### src/rtl/kd_tree_ctrl.sv
// kd_tree_ctrl
//   Sequencer for the root command/data port of the kd_tree node array.
//   A run does the following in order:
//     1. reset the tree;
//     2. stream NUM_CENTERS centers into it;
//     3. start the sort;
//     4. feed points one at a time, returning each best-center result to
//        the host.
//
// Ports
//   clk, reset    clock; asynchronous active-low reset (0 = reset)
//   start         1-cycle pulse, honoured in IDLE and ERR only
//   ctr_*         center input stream {R,G,B}
//   pt_*          point input stream {R,G,B}; pt_last marks the final point
//   best_*        result output stream (data_to_top captured on return_best)
//   tree_cmd/data registered command_from_top / data_from_top of the root node
//   tree_cmd_up/data_up  command_to_top / data_to_top of the root node
//   busy          high in every state except IDLE
//   done          1-cycle pulse when a run completes
//   error         high while parked in ERR (timeout or protocol fault)
//   state_dbg     current FSM state
//                 (IDLE=0 TRST=1 FILL=2 FILL_WAIT=3 SORT=4 SORT_WAIT=5
//                  PT_IN=6 PT_Q=7 PT_OUT=8 DONE=9 ERR=10)
//
// Handshakes: a word moves on a rising edge where valid and ready are both
// high. ready/valid driven by this block are registered. best_valid stays
// high and best_data stays stable until the edge where best_ready is seen.
module kd_tree_ctrl #(
    parameter int NUM_CENTERS = 7,
    parameter int DIM_W       = 8,
    parameter int CENTER_W    = 3 * DIM_W,
    parameter int DATA_W      = 2 * CENTER_W,
    parameter int CMD_W       = 5,
    parameter int TIMEOUT     = 1023
) (
    input  logic                clk,
    input  logic                reset,
    input  logic                start,
    input  logic                ctr_valid,
    output logic                ctr_ready,
    input  logic [CENTER_W-1:0] ctr_data,
    input  logic                pt_valid,
    input  logic                pt_last,
    output logic                pt_ready,
    input  logic [CENTER_W-1:0] pt_data,
    output logic                best_valid,
    input  logic                best_ready,
    output logic [DATA_W-1:0]   best_data,
    output logic [CMD_W-1:0]    tree_cmd,
    output logic [DATA_W-1:0]   tree_data,
    input  logic [CMD_W-1:0]    tree_cmd_up,
    input  logic [DATA_W-1:0]   tree_data_up,
    output logic                busy,
    output logic                done,
    output logic                error,
    output logic [3:0]          state_dbg
);

    localparam logic [CMD_W-1:0] CMD_NOP         = CMD_W'('h00);
    localparam logic [CMD_W-1:0] CMD_CENTER_FILL = CMD_W'('h01);
    localparam logic [CMD_W-1:0] CMD_FILL_DONE   = CMD_W'('h05);
    localparam logic [CMD_W-1:0] CMD_START_SORT  = CMD_W'('h14);
    localparam logic [CMD_W-1:0] CMD_SORT_DONE   = CMD_W'('h15);
    localparam logic [CMD_W-1:0] CMD_POINT_IN    = CMD_W'('h16);
    localparam logic [CMD_W-1:0] CMD_RETURN_BEST = CMD_W'('h18);
    localparam logic [CMD_W-1:0] CMD_RST_DONE    = CMD_W'('h1e);
    localparam logic [CMD_W-1:0] CMD_RST         = CMD_W'('h1f);

    localparam int              CNT_W    = $clog2(NUM_CENTERS + 1);
    localparam logic [CNT_W-1:0] NUM_C    = CNT_W'(NUM_CENTERS);
    localparam logic [CNT_W-1:0] CNT_LAST = CNT_W'(NUM_CENTERS - 1);
    localparam int              TMO_W    = $clog2(TIMEOUT + 1);
    localparam logic [TMO_W-1:0] TMO_LAST = TMO_W'(TIMEOUT - 1);
    localparam int              PAD_W    = DATA_W - CENTER_W;

    typedef enum logic [3:0] {
        S_IDLE      = 4'd0,
        S_TRST      = 4'd1,
        S_FILL      = 4'd2,
        S_FILL_WAIT = 4'd3,
        S_SORT      = 4'd4,
        S_SORT_WAIT = 4'd5,
        S_PT_IN     = 4'd6,
        S_PT_Q      = 4'd7,
        S_PT_OUT    = 4'd8,
        S_DONE      = 4'd9,
        S_ERR       = 4'd10
    } state_t;

    state_t             state_q, next_state;
    logic [CNT_W-1:0]   cnt_q, cnt_d;
    logic [TMO_W-1:0]   tmo_q, tmo_d;
    logic               last_q, last_d;

    logic [CMD_W-1:0]   tree_cmd_d;
    logic [DATA_W-1:0]  tree_data_d;
    logic [DATA_W-1:0]  best_data_d;
    logic               ctr_ready_d, pt_ready_d, best_valid_d;
    logic               busy_d, done_d, error_d;

    logic               ctr_fire, pt_fire, best_fire;
    logic               is_wait, tmo_hit;

    assign ctr_fire  = ctr_valid & ctr_ready;
    assign pt_fire   = pt_valid & pt_ready;
    assign best_fire = best_valid & best_ready;
    assign state_dbg = state_q;

    // Only states that wait on the tree are guarded by the timeout; FILL,
    // PT_IN and PT_OUT wait on the host, which may stall indefinitely.
    assign is_wait = (state_q == S_TRST) || (state_q == S_FILL_WAIT) ||
                     (state_q == S_SORT_WAIT) || (state_q == S_PT_Q);
    // tmo_q counts cycles already spent in the state, so this fires on the
    // TIMEOUT-th cycle without a response.
    assign tmo_hit = is_wait && (tmo_q == TMO_LAST);

    // State register plus every registered output.
    always_ff @(posedge clk or negedge reset) begin
        if (!reset) begin
            state_q    <= S_IDLE;
            cnt_q      <= '0;
            tmo_q      <= '0;
            last_q     <= 1'b0;
            tree_cmd   <= CMD_NOP;
            tree_data  <= '0;
            ctr_ready  <= 1'b0;
            pt_ready   <= 1'b0;
            best_valid <= 1'b0;
            best_data  <= '0;
            busy       <= 1'b0;
            done       <= 1'b0;
            error      <= 1'b0;
        end else begin
            state_q    <= next_state;
            cnt_q      <= cnt_d;
            tmo_q      <= tmo_d;
            last_q     <= last_d;
            tree_cmd   <= tree_cmd_d;
            tree_data  <= tree_data_d;
            ctr_ready  <= ctr_ready_d;
            pt_ready   <= pt_ready_d;
            best_valid <= best_valid_d;
            best_data  <= best_data_d;
            busy       <= busy_d;
            done       <= done_d;
            error      <= error_d;
        end
    end

    // Next-state logic.
    always_comb begin
        next_state = state_q;
        case (state_q)
            S_IDLE:      if (start) next_state = S_TRST;
            S_TRST:      if (tree_cmd_up == CMD_RST_DONE) next_state = S_FILL;
                         else if (tmo_hit) next_state = S_ERR;
            // A fill_done before all centers are sent means the tree and this
            // block disagree on the center count.
            S_FILL:      if (tree_cmd_up == CMD_FILL_DONE) next_state = S_ERR;
                         else if (ctr_fire && cnt_q == CNT_LAST) next_state = S_FILL_WAIT;
            S_FILL_WAIT: if (tree_cmd_up == CMD_FILL_DONE) next_state = S_SORT;
                         else if (tmo_hit) next_state = S_ERR;
            S_SORT:      next_state = S_SORT_WAIT;
            S_SORT_WAIT: if (tree_cmd_up == CMD_SORT_DONE) next_state = S_PT_IN;
                         else if (tmo_hit) next_state = S_ERR;
            S_PT_IN:     if (pt_fire) next_state = S_PT_Q;
            S_PT_Q:      if (tree_cmd_up == CMD_RETURN_BEST) next_state = S_PT_OUT;
                         else if (tmo_hit) next_state = S_ERR;
            S_PT_OUT:    if (best_fire) next_state = last_q ? S_DONE : S_PT_IN;
            S_DONE:      next_state = S_IDLE;
            S_ERR:       if (start) next_state = S_TRST;
            default:     next_state = S_IDLE;
        endcase
    end

    // Output logic: next values of the registered outputs, derived from the
    // transition being taken so that each output lines up with its state.
    always_comb begin
        tree_cmd_d   = CMD_NOP;
        tree_data_d  = tree_data;
        best_valid_d = best_valid;
        best_data_d  = best_data;
        cnt_d        = cnt_q;
        last_d       = last_q;
        pt_ready_d   = (next_state == S_PT_IN);
        busy_d       = (next_state != S_IDLE);
        done_d       = (next_state == S_DONE);
        error_d      = (next_state == S_ERR);
        tmo_d        = '0;

        if (is_wait && next_state == state_q) tmo_d = tmo_q + TMO_W'(1);

        case (next_state)
            S_TRST: tree_cmd_d = CMD_RST;
            S_SORT: begin
                tree_cmd_d  = CMD_START_SORT;
                tree_data_d = '0;
            end
            S_PT_Q: tree_cmd_d = CMD_POINT_IN;
            default: ;
        endcase

        if ((state_q == S_IDLE || state_q == S_ERR) && next_state == S_TRST)
            cnt_d = '0;

        // The command goes out only on the cycle following a handshake;
        // cycles without one are nop.
        if (state_q == S_FILL && ctr_fire && next_state != S_ERR) begin
            tree_cmd_d  = CMD_CENTER_FILL;
            tree_data_d = {{PAD_W{1'b0}}, ctr_data};
            cnt_d       = cnt_q + CNT_W'(1);
        end

        ctr_ready_d = (next_state == S_FILL) && (cnt_d < NUM_C);

        // tree_data holds the point for the whole PT_Q query.
        if (pt_fire) begin
            tree_data_d = {{PAD_W{1'b0}}, pt_data};
            last_d      = pt_last;
        end

        if (state_q == S_PT_Q && next_state == S_PT_OUT) begin
            best_valid_d = 1'b1;
            best_data_d  = tree_data_up;
        end

        if (best_fire) best_valid_d = 1'b0;
    end

endmodule

### config.mk
export PLATFORM = sky130hd
export DESIGN_NAME = kd_tree_ctrl
export DESIGN_NICKNAME = d
export VERILOG_FILES = /design/src/rtl/kd_tree_ctrl.sv
export SDC_FILE = /design/constraint.sdc
export NUM_CORES = 1
export LEC_CHECK = 0
export ABC_AREA = 0
export CAP_MARGIN = 20
export CORE_ASPECT_RATIO = 1.2
export CORE_UTILIZATION = 42
export CTS_CLUSTER_SIZE = 30
export DETAILED_ROUTE_END_ITERATION = 7
export GPL_TIMING_DRIVEN = 0
export HOLD_SLACK_MARGIN = 0.08
export PLACE_DENSITY = 0.86
export SYNTH_ARGS = -nofsm -noshare
export SYNTH_HDL_FRONTEND = slang
export SYNTH_SLANG_ARGS = --single-unit
### constraint.sdc
create_clock -name clk -period 2.7 [get_ports clk]
set_input_delay 0.54 -clock clk [delete_from_list [all_inputs] [get_ports clk]]
set_output_delay 0.54 -clock clk [all_outputs]
set_load 0.005 [all_outputs]
==> results of run 1 <==
## cell families (layout without fill, tap and decap cells)
kind of cell             Yosys count  count (layout)  synth area share
multiplexers                      48              48             0.114
flip-flops                       100             100             0.528
AO/OA/AOI/OAI                     75              75             0.100
adder cells (fa/ha/maj)            4               4            0.0106
other                              1              24          0.000791
buffers and inverters             56             267            0.0689
XOR/XNOR                           9               9            0.0166
AND/OR/NAND/NOR                  154             154             0.161
## cell usage in the layout (no fill, tap or decap), drive strengths merged, types with 3 or more instances in the layout
| master | count |
|---|---|
| clkdlybuf4s50 | 193 |
| dfrtp | 100 |
| nand2 | 65 |
| mux2 | 48 |
| nor2 | 44 |
| buf | 43 |
| o21ai | 33 |
| a21oi | 26 |
| conb | 24 |
| clkbuf | 16 |
| nand3 | 10 |
| inv | 9 |
| xor2 | 6 |
| nand4 | 6 |
| nor2b | 5 |
| ha | 4 |
| nor3b | 4 |
| nand4b | 3 |
| xnor2 | 3 |
| bufinv | 3 |
| clkinvlp | 3 |
| and4 | 3 |
## state kept, by name (all words and copies together), names as in the netlist, 3 cells and up
name / cells
tmo_q: 10
state_dbg: 4
best_data: 48
tree_cmd: 4
cnt_q: 3
tree_data: 24
## critical path, delay by kind of cell
kind / cells / cell delay, ns
AO/OA/AOI/OAI: 2 / 0.22
buffers and inverters: 2 / 0.83
AND/OR/NAND/NOR: 4 / 1.13
## cell type report
| cell class | instances | area [um^2] | area share |
|---|---|---|---|
| buffer | 47 | 293 | 0.0401 |
| clock inverter | 6 | 113 | 0.0154 |
| multi-input combinational | 314 | 2000 | 0.274 |
| inverter | 9 | 33.8 | 0.00463 |
| sequential | 100 | 2500 | 0.343 |
| timing repair buffer | 195 | 1970 | 0.269 |
| clock buffer | 10 | 229 | 0.0314 |
| tap | 132 | 165 | 0.0226 |
## metrics by stage
step / cell area [um^2] / std cells / TNS, ns
floorplan: 4830 / 470 / 0
global placement: 6930 / 796 / -252.12
detailed placement: 6960 / 797 / -3.56
CTS: 7300 / 813 / 0
global route: 7300 / 813 / 0
finish: 7300 / 813 / 0
## path summary, 6_finish.rpt
| path | from | endpoint |
|---|---|---|
| setup / recovery | tree_cmd_up[1] | tree_data[17] |
| hold / removal | reset | best_data[10] |
| setup reg to reg | state_dbg[2] | tree_data[17] |
| hold reg to reg | last_q | last_q |
| max in group asynchronous | reset | tree_data[16] |
| min in group clk | last_q | last_q |
## per-layer routing
layer,up-vias,track usage,wire length (um)
li1,1936,-,-
met1,1974,0.255,5000
met2,198,0.382,6550
met3,35,0.0532,877
met4,0,0.0961,354
met5,-,0,0
## where the power goes
group / internal (mW) / switching (mW)
clock: 0.906 / 0.553
combinational: 1.07 / 0.810
sequential: 1.85 / 0.225
==> flow_summary.toml, run 1 <==
[run_status]
status = "completed"

[grt]
grt_first_pass_wirelength_um = 20200
antenna_found_initial = 0
grt-ovfl-total = 0
grt_pass1_vias = 4198
grt_usage = 0.219
grt_start_max_net_pins = 62

[cts]
tritoncts = "yes"
cts_hold_buf = 0
cts_resized = 0
cts_buffers = 9
cts_max_level = 3
clock_path_buffers = 2
clock_latency_ns = 0.34
cts_root_buf = "clkbuf_16"
clkSinkCount = 100
clk_pin_slew_ns = 0.07
post-cts-setup-buffer-count = 0

[timing]
holdWs_ns = 0.186
max_freq_ghz = 0.395
final.period_utilization = 0.937
finalHoldViolCount = 0
setup_viol = 0
worstMarginPinSlew_ns = 0.534
fin_crit_ns = 2.53
clock_skew_ns = 0.00758
drv_slew = 0
max_slew_margin = 0.644
rsz0062_at_grt = "false"
fin_ws_ns = 0.170

[route]
route.detailed.drc = 0
drtIter0Drc = 241
vias = 4143
firstDrtPassIters = 5
wire_per_inst_um = 15.7
avgViaCountPerCell = 5.10
drt-total-wl_um = 12800
drtAntennaViolNets = 0

[floorplan]
die_area_um2 = 11700
die_x_um = 99.0
ios = 219
row_count = 42
die_y_um = 118
coreArea_um2 = 11000
start_util = 0.432

[critical_path]
cp_slowest_cell = "clkdlybuf4s50_1"
required_ns = 2.91
cpPeakStageDelay_ns = 0.54
crit_path_start_kind = "input port"
path_class = "in -> reg"
end_kind = "flop"
critPathArrivalTime_ns = 2.74
cp_max_fo = 10
rr_worst_depth = 8
rrSetupSlack_ns = 0.43
path_cells = "clkdlybuf4s50_1 -> nor3b_4 -> nand3_1 -> nor2_4 -> buf_2 -> nor2_1 -> a21oi_1 -> o21ai_1"

[synth]
synth_top_area_cell = "dfrtp_1"
yosysMostFrequentCell = "dfrtp_1"
ys_top_cells_by_count = "100 x dfrtp_1, 64 x nand2_1, 48 x mux2_2"
synth.avg_cell_area_um2 = 10.6
synth-edff-count = 0
yosys_warnings = 0
synth_cell_types = 54
ys_async_sr_fraction = 1.00
syn-cell-area_um2 = 4740
ys.flop_type = "dfrtp_1"
synth.area.top_cells = "dfrtp_1 53%, mux2_2 11%, nand2_1 5.1%, buf_4 4.1%, nor2_1 3.4%"
synth_top_area_frac = 0.528
seq_area_frac_synth = 0.528
synth-seq-cells = 100
synthCells = 447

[layout]
antenna_cells = 0
nFillCells = 864
layout-drive-gt1-share = 0.181
nNetsFinal = 788
fin_util = 0.665
syn2layout_area_growth_pct = 54.0

[placement]
pre_cts_ws_ns = -0.177
hpwl_um = 9680
gp_congestion = 0.873
io_buffers = 194

[worst_hold_path]
hold_path_class = "in -> async"

[power_and_ir_drop]
power_mw = 5.42
leakagePower_nw = 3.35
power_density_nw_per_um2 = 742
ir_drop_uv = 453

[run]
maxCapViolCount = 0
Power figures use the tool's default switching activity.
==> run 2, diff against run 1 <==
--- a/config.mk
+++ b/config.mk
@@ -9,7 +9,7 @@
 export CAP_MARGIN = 20
 export CORE_ASPECT_RATIO = 1.2
 export CORE_UTILIZATION = 42
-export CTS_CLUSTER_SIZE = 30
+export CTS_CLUSTER_SIZE = 20
 export DETAILED_ROUTE_END_ITERATION = 7
 export GPL_TIMING_DRIVEN = 0
 export HOLD_SLACK_MARGIN = 0.08
==> results of run 2 <==
The final DEF is identical to that of run 1; final timing and power are the same.
